### config.mk
export PLATFORM = sky130hd
export DESIGN_NAME = am_insert_lanes
export DESIGN_NICKNAME = d
export VERILOG_FILES = /design/src/rtl/am_insert_lanes.sv
export SDC_FILE = /design/constraint.sdc
export NUM_CORES = 1
export LEC_CHECK = 0
export BUFFER_PORTS_ARGS = -buffer_cell sky130_fd_sc_hd__buf_2
export CAP_MARGIN = 30
export CORE_AREA = 2 2 207 209
export DETAILED_ROUTE_END_ITERATION = 10
export DIE_AREA = 0 0 209 211
export PLACE_DENSITY = 0.56
export SETUP_SLACK_MARGIN = 0.5
export SLEW_MARGIN = 20
export SYNTH_ARGS = -nofsm -noshare
export SYNTH_HDL_FRONTEND = slang
export SYNTH_SLANG_ARGS = --single-unit
### constraint.sdc
create_clock -name clk -period 2.09 [get_ports clk]
set_input_delay 0.1045 -clock clk [delete_from_list [all_inputs] [get_ports clk]]
set_output_delay 0.1045 -clock clk [all_outputs]
set_load 0.01 [all_outputs]
### src/rtl/am_insert_lanes.sv
// Multi-lane 64b/66b alignment-marker inserter with per-lane BIP parity.
// One marker on every lane after each GAP accepted blocks.
module am_insert_lanes #(
    parameter int LANE_N = 4,
    parameter int DATA_W = 64,
    parameter int GAP    = 16383,
    parameter logic [LANE_N*24-1:0] AM_M012 =
        96'h3D79A2_9B65C5_E6C4F0_477690
) (
    input  logic                       clk,
    input  logic                       reset,
    input  logic                       valid_i,
    input  logic [LANE_N*2-1:0]        head_i,
    input  logic [LANE_N*DATA_W-1:0]   data_i,
    output logic                       ready_o,
    output logic                       valid_o,
    output logic [LANE_N*2-1:0]        head_o,
    output logic [LANE_N*DATA_W-1:0]   data_o
);

    localparam int CW = $clog2(GAP + 1);
    localparam logic [CW-1:0] GAP_C = CW'(GAP);

    logic [CW-1:0]              cnt_q, cnt_d;
    logic [LANE_N*8-1:0]        bip_q, bip_d;
    logic                       valid_q, valid_d;
    logic [LANE_N*2-1:0]        head_q, head_d;
    logic [LANE_N*DATA_W-1:0]   data_q, data_d;

    logic am_slot;
    logic accept;

    // Payload bit j lands in BIP bit j mod 8; header bits feed BIP bits 3 and 4.
    function automatic logic [7:0] block_bip(
        input logic [1:0]        h,
        input logic [DATA_W-1:0] d
    );
        logic [7:0] p;
        p = '0;
        for (int j = 0; j < DATA_W; j++) begin
            p[3'(j)] = p[3'(j)] ^ d[j];
        end
        p[3] = p[3] ^ h[0];
        p[4] = p[4] ^ h[1];
        return p;
    endfunction

    // Bytes 0..7: M0,M1,M2,BIP3,~M0,~M1,~M2,~BIP3 (m = {M2,M1,M0}).
    function automatic logic [DATA_W-1:0] am_block(
        input logic [23:0] m,
        input logic [7:0]  bip
    );
        logic [DATA_W-1:0] b;
        b = '0;
        b[63:0] = {~bip, ~m, bip, m};
        return b;
    endfunction

    assign am_slot = (cnt_q == GAP_C);
    assign ready_o = ~reset & ~am_slot;
    assign accept  = valid_i & ready_o;

    always_comb begin
        logic [DATA_W-1:0] mk;
        logic [DATA_W-1:0] din;
        logic [1:0]        hin;
        cnt_d   = cnt_q;
        bip_d   = bip_q;
        valid_d = 1'b0;
        head_d  = head_q;
        data_d  = data_q;
        mk      = '0;
        din     = '0;
        hin     = '0;
        if (am_slot) begin
            cnt_d   = '0;
            valid_d = 1'b1;
            for (int l = 0; l < LANE_N; l++) begin
                mk = am_block(AM_M012[l*24 +: 24], bip_q[l*8 +: 8]);
                head_d[l*2 +: 2]        = 2'b01;
                data_d[l*DATA_W +: DATA_W] = mk;
                // Next interval's parity starts with its leading marker.
                bip_d[l*8 +: 8]         = block_bip(2'b01, mk);
            end
        end else if (accept) begin
            cnt_d   = cnt_q + 1'b1;
            valid_d = 1'b1;
            head_d  = head_i;
            data_d  = data_i;
            for (int l = 0; l < LANE_N; l++) begin
                hin = head_i[l*2 +: 2];
                din = data_i[l*DATA_W +: DATA_W];
                bip_d[l*8 +: 8] = bip_q[l*8 +: 8] ^ block_bip(hin, din);
            end
        end
    end

    always_ff @(posedge clk) begin
        if (reset) begin
            cnt_q   <= GAP_C;
            bip_q   <= '0;
            valid_q <= 1'b0;
            head_q  <= '0;
            data_q  <= '0;
        end else begin
            cnt_q   <= cnt_d;
            bip_q   <= bip_d;
            valid_q <= valid_d;
            head_q  <= head_d;
            data_q  <= data_d;
        end
    end

    assign valid_o = valid_q;
    assign head_o  = head_q;
    assign data_o  = data_q;

endmodule

==> impl_metrics.ini, run 1 <==
[run_status]
status = complete, no violations

[synthesis]
synthCells = 1192
synth_enable_flop_cells = 0
synth_top_area_cell = dfxtp_1
ys.flop_type = dfxtp_1
synth_top_cell_area_share = 0.4829
ys_types = 36
syn-num-nets = 1460
synth-seq-cells = 299
syn_area_per_cell_um2 = 10.40
synth.most_common_cell = dfxtp_1
async_flop_share = 0
seq_area_frac_synth = 0.4829
synth_area_um2 = 12400
yosysWarnings = 0
ys_top_cells_by_count = 299 x dfxtp_1, 241 x mux2i_1, 135 x nor2_1
synth_area_leaders = dfxtp_1 48%, mux2i_1 19%, xnor2_1 7.8%

[detailed_routing]
drcViolationCount = 0
wirelength_mm = 48.16
wire_per_inst_um = 18.64
ant_nets = 0
routed_via_density = 4.601
via_count = 11880
drt_first_pass_iters = 5
drt_iter0_drc = 558

[critical_path]
cp-end-kind = output port
worst_path_max_delay_cell = dfxtp_4
r2r_setup_slack_ns = 0.41
cp.arrival_ns = 1.61
max_stage_delay_ns = 0.36
required_ns = 1.99
crit_type = flip-flop to output port
critical_path_buf_inv_count = 3
cp_common_cell = nand2_4
cp_cell_sequence = nand4_1 > buf_4 > nor2_4 > nand2_4 > nand2_4 > inv_2 > buf_6
r2r_cells = 7
critical_path_depth = 7
critPathTopFamily = simple AND/OR/NAND/NOR gates
path_max_fanout = 4
start_kind = flip-flop

[die]
pin_count = 533
chipWidth_um = 209
floorplan.initialDensity = 0.2968
rows = 75
die_height_um = 211
die-area_um2 = 44100
core_area_um2 = 41760

[power]
finalPower_mw = 23.73
sequentialPowerShare = 0.353
p_switching_mw = 8.251
p_per_area_nw_per_um2 = 1149
internal_power_mw = 15.48
comb_power_share = 0.387
p_sw_frac = 0.3476
p_leak_nw = 9.749
p_clk_frac = 0.260
irDropWorstVdd_mv = 0.5492

[clock_tree]
cts_tree = done
clock_sinks = 299
h-tree-depth = 2
clockBufferDepth = 3
clk_latency_ns = 0.55
cts_root_buf = clkbuf_16
numCtsBuffers = 36
clk_pin_slew_worst_paths_ns = 0.06

[min_path]
hold_path_class = primary input to flip-flop
whs_path_depth = 3

[timing]
setup_ws_ns = 0.3714
fin_worst_skew_ns = 0.02495
setup_tns_ns = 0
worst_pin_slew_ns = 0.9547
max-slew-margin-rel = 0.3635
hold_viol_final = 0
min_period_ns = 1.719
rsz0062_at_grt = yes
fmax_mhz = 581.9
setup_viol = 0
slew_violations = 0
final.period_utilization = 0.8223

[global_route]
antenna_found_initial = 2
grt_first_pass_wirelength_mm = 67.07
grt_usage = 0.1943
grt_pass1_vias = 11830
grt_max_degree = 158
grt-ovfl-total = 0

[placed_design]
finalWeightedCongestion = 0.7926
dpl_worst_slack_ns = 0.2727
dpl.hpwl_mm = 30.02
io_buffer_count = 532
dpl.cell_count = 2202

[layout]
layoutNonFillerInstCount = 2583
fillers = 3755
syn2layout_area_growth_pct = 66.60
nets = 2283
drive_above_1_share = 0.3683

[flow_run]
cap_violations = 0
==> layout by cell type (no fill, tap or decap), drive strengths merged, types with 2 or more instances in the layout <==
cell / count
xnor3: 4
buf: 599
diode: 2
nand3: 5
o21ai: 14
mux2i: 241
dfxtp: 299
xnor2: 110
a211oi: 60
a31oi: 5
clkinv: 3
nand2: 27
nand4: 4
dlygate4sd3: 261
xor2: 25
and3: 4
nand3b: 4
clkbuf: 75
and2: 21
inv: 5
o22ai: 12
nor2: 136
a21bo: 4
a21oi: 118
==> kinds of logic after synthesis <==
| family | share of synthesized area |
|---|---|
| buffers and inverters | 0.03553 |
| adders and majority gates | 0.001009 |
| xor gates and xnor gates | 0.1027 |
| DFF | 0.4829 |
| AOI/OAI and AO/OA | 0.1103 |
| and+or+nand+nor | 0.07298 |
| muxes | 0.1946 |
==> state kept, by name (all words and copies together), names as in the netlist <==
name / flops
data_o: 256
valid_o: 1
cnt_q: 14
bip_q: 20
head_o: 8
==> tightest hold or removal path, stage by stage <==
cell and delay [ns]:
buf_8 0.19, xnor2_1 0.17, o21ai_0 0.06
==> power by group through the flow <==
| stage | combinational [mW] | sequential (mW) | clock [mW] |
|---|---|---|---|
| finish | 9.18 | 8.37 | 6.18 |
| global route | 9.85 | 8.56 | 6.54 |
| CTS | 7.65 | 8.27 | 6.35 |
| detailed placement | 6.87 | 8.33 | 0 |
| global placement | 6.79 | 8.29 | 0 |
| floorplan | 3.43 | 8.91 | 0 |
==> stage by stage <==
step	instance area, um2	utilization	hold slack [ns]
after floorplan	12410	-	0.2517
after global placement	15710	0.3761	0.3351
after detailed placement	15710	0.3761	0.3462
after CTS	19690	0.4714	0.002599
after global routing	20650	0.4945	0.03315
final	20650	0.4945	0.03564
==> layer usage <==
metal | wire (um) | vias up | GRT usage
li1 | - | 5801 | -
met1 | 19850 | 5556 | 0.2276
met2 | 23960 | 422 | 0.3424
met3 | 2644 | 105 | 0.04535
met4 | 1700 | 0 | 0.07857
met5 | 0 | - | 0
==> cell type report <==
cell class / instances / area [um2] / share of cell area
Antenna cell: 2 / 5.005 / 0.0002424
Clock buffer: 60 / 1111 / 0.05380
Clock inverter: 5 / 55.05 / 0.002666
Inverter: 3 / 11.26 / 0.0005453
Multi-Input combinational cell: 800 / 6265 / 0.3034
Sequential cell: 299 / 6010 / 0.2910
Tap cell: 539 / 674.4 / 0.03266
Timing Repair Buffer: 875 / 6520 / 0.3157
==> repair_timing <==
item / CTS / global route
cloned: 2 / 22
hold buffers: 261 / 0
hold endpoints to repair: 270 / 0
pin swaps: 4 / 6
setup endpoints to repair: 287 / 216
setup buffers: 9 / 20
resized for setup: 20 / 94
==> final timing paths <==
| kind | to | startpoint |
|---|---|---|
| worst min register to register | head_o[1]$_SDFFE_PP0N_ | head_o[1]$_SDFFE_PP0N_ |
| worst max register to register | data_o[120]$_SDFFE_PP0P_ | cnt_q[1]$_SDFFE_PP1P_ |
| worst min-delay path | cnt_q[0]$_SDFFE_PP1P_ | valid_i |
| worst max-delay path | ready_o | cnt_q[12]$_SDFFE_PP1P_ |
(Power assumes the default switching activity.)
==> run 2: changes to the inputs <==
==> constraint.sdc (replaced) <==
create_clock -name clk -period 1.65 [get_ports clk]
set_input_delay 0.0825 -clock clk [delete_from_list [all_inputs] [get_ports clk]]
set_output_delay 0.0825 -clock clk [all_outputs]
set_load 0.01 [all_outputs]
==> run 2 against run 1 <==
The flow now finishes with violations (setup timing). Sequential power increased by 27%. First-iteration DRC count decreased by 20%. Clock skew decreased by 0.012 ns.
==> impl_metrics.ini, run 2 (synthesis results as in run 1) <==
[run_status]
status = finished with violations
violations = setup timing

[global_route]
grt-ovfl-total = 0
grt_first_pass_wirelength_mm = 71.95
antenna_found_initial = 1
grt_pass1_vias = 12420
grt_max_degree = 50
grt_usage = 0.2106

[power]
irDropWorstVdd_mv = 0.8838
p_leak_nw = 10.26
finalPower_mw = 33.03
p_per_area_nw_per_um2 = 1468

[detailed_routing]
via_count = 12380
drt_first_pass_iters = 4
drcViolationCount = 0
ant_nets = 0
routed_via_density = 4.715
wire_per_inst_um = 20.15
wirelength_mm = 52.92
drt_iter0_drc = 445

[timing]
hold_viol_final = 0
max-slew-margin-rel = 0.5671
slew_violations = 0
setup_tns_ns = -0.3244
min_period_ns = 1.693
final.period_utilization = 1.026
setup_viol = 25
fmax_mhz = 590.7
worst_pin_slew_ns = 0.6447
rsz0062_at_grt = yes
fin_worst_skew_ns = 0.01330
setup_ws_ns = -0.04287

[critical_path]
crit_type = flip-flop to flip-flop
cp.arrival_ns = 2.07
cp_cell_sequence = buf_4 > buf_4 > nand3_1 > nor2_1 > a21oi_1 > o21ai_0 > o311ai_0
cp_common_cell = buf_4
critical_path_buf_inv_count = 2
path_max_fanout = 6
required_ns = 2.03
max_stage_delay_ns = 0.36
cp-end-kind = flip-flop
start_kind = flip-flop
worst_path_max_delay_cell = nor2_1
r2r_setup_slack_ns = -0.04
critPathTopFamily = compound AO/OA/AOI/OAI gates

[layout]
drive_above_1_share = 0.4614
fillers = 3505
mostFrequentLayoutCell = buf_2
mostFrequentLayoutCells = 529 x buf_2, 287 x dfxtp_1, 268 x dlygate4sd3_1, 241 x mux2i_1, 110 x xnor2_1
diodes = 0
largest_register_ffs = 256
syn2layout_area_growth_pct = 81.47
nets = 2329

[placed_design]
dpl.hpwl_mm = 30.06
io_buffer_count = 532
finalWeightedCongestion = 0.7801

[die]
core_area_um2 = 41760
die_height_um = 211
floorplan.initialDensity = 0.2968
pin_count = 533
rows = 75
chipWidth_um = 209
die-area_um2 = 44100

[min_path]
hold_path_class = primary input to flip-flop

[clock_tree]
numCtsBuffers = 35
clockBufferDepth = 3
cts_root_buf = clkbuf_16
cts_tree = done
clock_sinks = 299
clk_latency_ns = 0.54
h-tree-depth = 2
clk_pin_slew_worst_paths_ns = 0.06

[flow_run]
cap_violations = 0
## run 2: layout make-up
cell class                      instances  area (um2)  share of cell area
Sequential cell                       299        6008              0.2671
Timing Repair Buffer                  922        7507              0.3337
Clock inverter                         14       141.4            0.006285
Multi-Input combinational cell        800        7149              0.3178
Tap cell                              539       674.4             0.02998
Clock buffer                           49       999.7             0.04444
Inverter                                3       13.76           0.0006119
## run 2: tightest hold or removal path: cells and delay by family
kind | cells | cell delay, ns
buf+inv | 2 | 0.30
compound gates | 1 | 0.12
## run 2: through the flow
stage	setup WS [ns]	cells	instance area (um2)	hold slack, ns	util
2_1_floorplan	0.2124	1192	12630	0.2297	-
3_3_place_gp	0.003346	2211	15980	0.3167	0.3827
3_5_place_dp	-0.01964	2211	15980	0.3238	0.3827
4_1_cts	-0.02625	2589	20880	0.002605	0.4999
5_1_grt	-0.1496	2626	22490	0.02911	0.5387
6_report	-0.04287	2626	22490	0.01151	0.5387
## run 2: power breakdown
group / switching, mW / leakage, nW / internal, mW / total (mW)
logic: 7.32 / 7.23 / 7.30 / 14.6
registers: 1.33 / 2.47 / 9.28 / 10.6
clock network: 3.22 / 0.564 / 4.57 / 7.79
## run 2: path summary, 6_finish.rpt
check | start | end | cells past startpoint
max | cnt_q[1]$_SDFFE_PP1P_ | cnt_q[13]$_SDFFE_PP1P_ | 7
min | reset | head_o[4]$_SDFFE_PP0P_ | 3
max reg2reg | cnt_q[1]$_SDFFE_PP1P_ | cnt_q[13]$_SDFFE_PP1P_ | 7
min reg2reg | head_o[7]$_SDFFE_PP0N_ | head_o[7]$_SDFFE_PP0N_ | 2
## run 2: routing by layer
layer	part of all wire	track usage	vias to the layer above
li1	-	-	5898
met3	0.055	0.05010	73
met2	0.52	0.3815	392
met4	0.024	0.06453	0
met1	0.40	0.2454	6019
met5	0	0	-
## run 2: timing repair
item / in CTS / in global routing
endpoints found under the setup margin: 328 / 375
resized for setup: 74 / 283
setup buffers: 27 / 16
hold buffers: 267 / 1
cloned: 21 / 19
hold endpoints to repair: 271 / 1
pin swaps: 6 / 109
==> run 3: changes to the inputs <==
--- a/config.mk
+++ b/config.mk
@@ -7,10 +7,10 @@
 export LEC_CHECK = 0
 export BUFFER_PORTS_ARGS = -buffer_cell sky130_fd_sc_hd__buf_2
 export CAP_MARGIN = 30
-export CORE_AREA = 2 2 207 209
+export CORE_AREA = 2 2 206 208
 export DETAILED_ROUTE_END_ITERATION = 10
-export DIE_AREA = 0 0 209 211
-export PLACE_DENSITY = 0.56
+export DIE_AREA = 0 0 208 210
+export PLACE_DENSITY = 0.59
 export SETUP_SLACK_MARGIN = 0.5
 export SLEW_MARGIN = 20
 export SYNTH_ARGS = -nofsm -noshare
==> constraint.sdc (replaced) <==
create_clock -name clk -period 1.4 [get_ports clk]
set_input_delay 0.07 -clock clk [delete_from_list [all_inputs] [get_ports clk]]
set_output_delay 0.07 -clock clk [all_outputs]
set_load 0.01 [all_outputs]
==> run 3 against run 2 <==
The flow still finishes with violations (setup timing). Flip-flop and latch count stayed put. Critical path depth rose by 1. Non-clock buffer count grew 8.
==> impl_metrics.ini, run 3 (synthesis results as in run 1) <==
[power]
sequentialPowerShare = 0.330
p_leak_nw = 10.20
irDropWorstVdd_mv = 0.9367
p_switching_mw = 12.76
p_sw_frac = 0.3384
p_clk_frac = 0.259
p_per_area_nw_per_um2 = 1731
internal_power_mw = 24.95
finalPower_mw = 37.71
comb_power_share = 0.411

[layout]
largest_register_ffs = 256
multi_input_area_um2 = 6546
drive_above_1_share = 0.4245
nets = 2338
register_area_um2 = 6001
mostFrequentLayoutCell = buf_2
syn2layout_area_growth_pct = 75.77
layoutNonFillerInstCount = 2633
mostFrequentLayoutCells = 529 x buf_2, 289 x dfxtp_1, 266 x dlygate4sd3_1, 241 x mux2i_1, 117 x nor2_1
fin_area_um2 = 21790
final_util = 0.5253
fillers = 3601
diodes = 0

[timing]
setup_ws_ns = -0.3416
slew_violations = 0
min_period_ns = 1.742
setup_viol = 295
rsz0062_at_grt = yes
worst_pin_slew_ns = 0.6822
final.period_utilization = 1.244
hold_viol_final = 0
whs_ns = 0.02708
fmax_mhz = 574.2
max-slew-margin-rel = 0.5437
fin_worst_skew_ns = 0.01180

[clock_tree]
cts_root_buf = clkbuf_16
cts_tree = done
clockBufferDepth = 3
clk_pin_slew_worst_paths_ns = 0.06
numCtsBuffers = 36
h-tree-depth = 2
clock_sinks = 299
clk_latency_ns = 0.53

[global_route]
grt_pass1_vias = 12660
grt_max_degree = 69
grt_first_pass_wirelength_mm = 70.75
grt_usage = 0.2045
antenna_found_initial = 1
grt-ovfl-total = 0

[die]
die_height_um = 210
chipWidth_um = 208
core_area_um2 = 41480
rows = 75
floorplan.initialDensity = 0.2989
pin_count = 533
die-area_um2 = 43680

[detailed_routing]
drt_first_pass_iters = 7
ant_nets = 0
wire_per_inst_um = 18.59
drcViolationCount = 0
via_count = 12230
drt_iter0_drc = 553
wirelength_mm = 48.96
routed_via_density = 4.645

[critical_path]
cp_common_cell = buf_6
r2r_setup_slack_ns = -0.29
max_stage_delay_ns = 0.35
start_kind = flip-flop
cp_cell_sequence = ha_4 > nand3_4 > nor2_4 > nand2_4 > nand2_8 > inv_4 > buf_6 > buf_6
cp-end-kind = output port
crit_type = flip-flop to output port
path_max_fanout = 2
required_ns = 1.33
worst_path_max_delay_cell = dfxtp_2
cp.arrival_ns = 1.67

[min_path]
hold_path_class = primary input to flip-flop

[run_status]
violations = setup timing
status = finished with violations

[placed_design]
dpl_cell_area_um2 = 16410
dpl.hpwl_mm = 30.60
io_buffer_count = 532
dpl.cell_count = 2257
finalWeightedCongestion = 0.7773

[flow_run]
cap_violations = 0
[run 3: cell count changes in the layout (fill, tap and decap cells not counted), sizes merged]
| cell | change |
|---|---|
| bufbuf | -1 |
| buf | +7 |
| dlygate4sd3 | -2 |
| clkinv | -6 |
| clkbuf | +8 |
| bufinv | +2 |
| inv | -1 |
[run 3: area by class of cell]
| class | count | area share |
|---|---|---|
| repair buffers | 930 | 0.3364 |
| multi-input cells | 800 | 0.3004 |
| flip-flops and latches | 299 | 0.2754 |
| clock buffers | 53 | 0.04939 |
| well taps | 539 | 0.03095 |
| clock inverters | 9 | 0.006776 |
| inverters | 3 | 0.0006317 |
[run 3: worst paths after layout]
check / startpoint / to / depth (start not counted)
min reg2reg: head_o[5]$_SDFFE_PP0N_ / head_o[5]$_SDFFE_PP0N_ / 2
max: cnt_q[0]$_SDFFE_PP1P_ / ready_o / 8
min: data_i[251] / data_o[251]$_SDFFE_PP0P_ / 4
max reg2reg: cnt_q[0]$_SDFFE_PP1P_ / data_o[49]$_SDFFE_PP0N_ / 11
[run 3: power groups by stage]
stage | Combinational [mW] | Clock [mW] | Sequential [mW]
finish | 15.5 | 9.75 | 12.5
detailed placement | 11.6 | 0 | 12.5
CTS | 13.7 | 10.0 | 12.4
global route | 16.5 | 10.3 | 12.7
floorplan | 5.51 | 0 | 13.4
global placement | 11.4 | 0 | 12.5
[run 3: metrics by stage]
step                TNS [ns]  setup slack [ns]
CTS                   -41.42           -0.3638
finish                -51.97           -0.3416
global placement      -6.822          -0.09826
detailed placement    -15.53           -0.1610
floorplan             -3.570          -0.03761
global route          -73.23           -0.4327
[run 3: metal layers]
metal	up-vias	share of wire	track usage
met5	-	0.00029	0
met3	88	0.059	0.05215
met2	379	0.50	0.3632
li1	5894	-	-
met1	5868	0.41	0.2403
met4	2	0.029	0.06725
[run 3: repair_timing]
| action | CTS | global route |
|---|---|---|
| hold buffers | 266 | 0 |
| cloned | 11 | 16 |
| setup endpoints to repair | 565 | 565 |
| setup buffers | 8 | 13 |
| pin swaps | 11 | 4 |
| hold endpoints to repair | 271 | 0 |
| resized for setup | 35 | 132 |
[run 3: critical path: cells and delay by family (launching register included)]
kind          cells  cell delay (ns)
fa+ha+maj         1             0.16
simple gates      4             0.37
flops             1             0.35
buf+inv           3             0.25
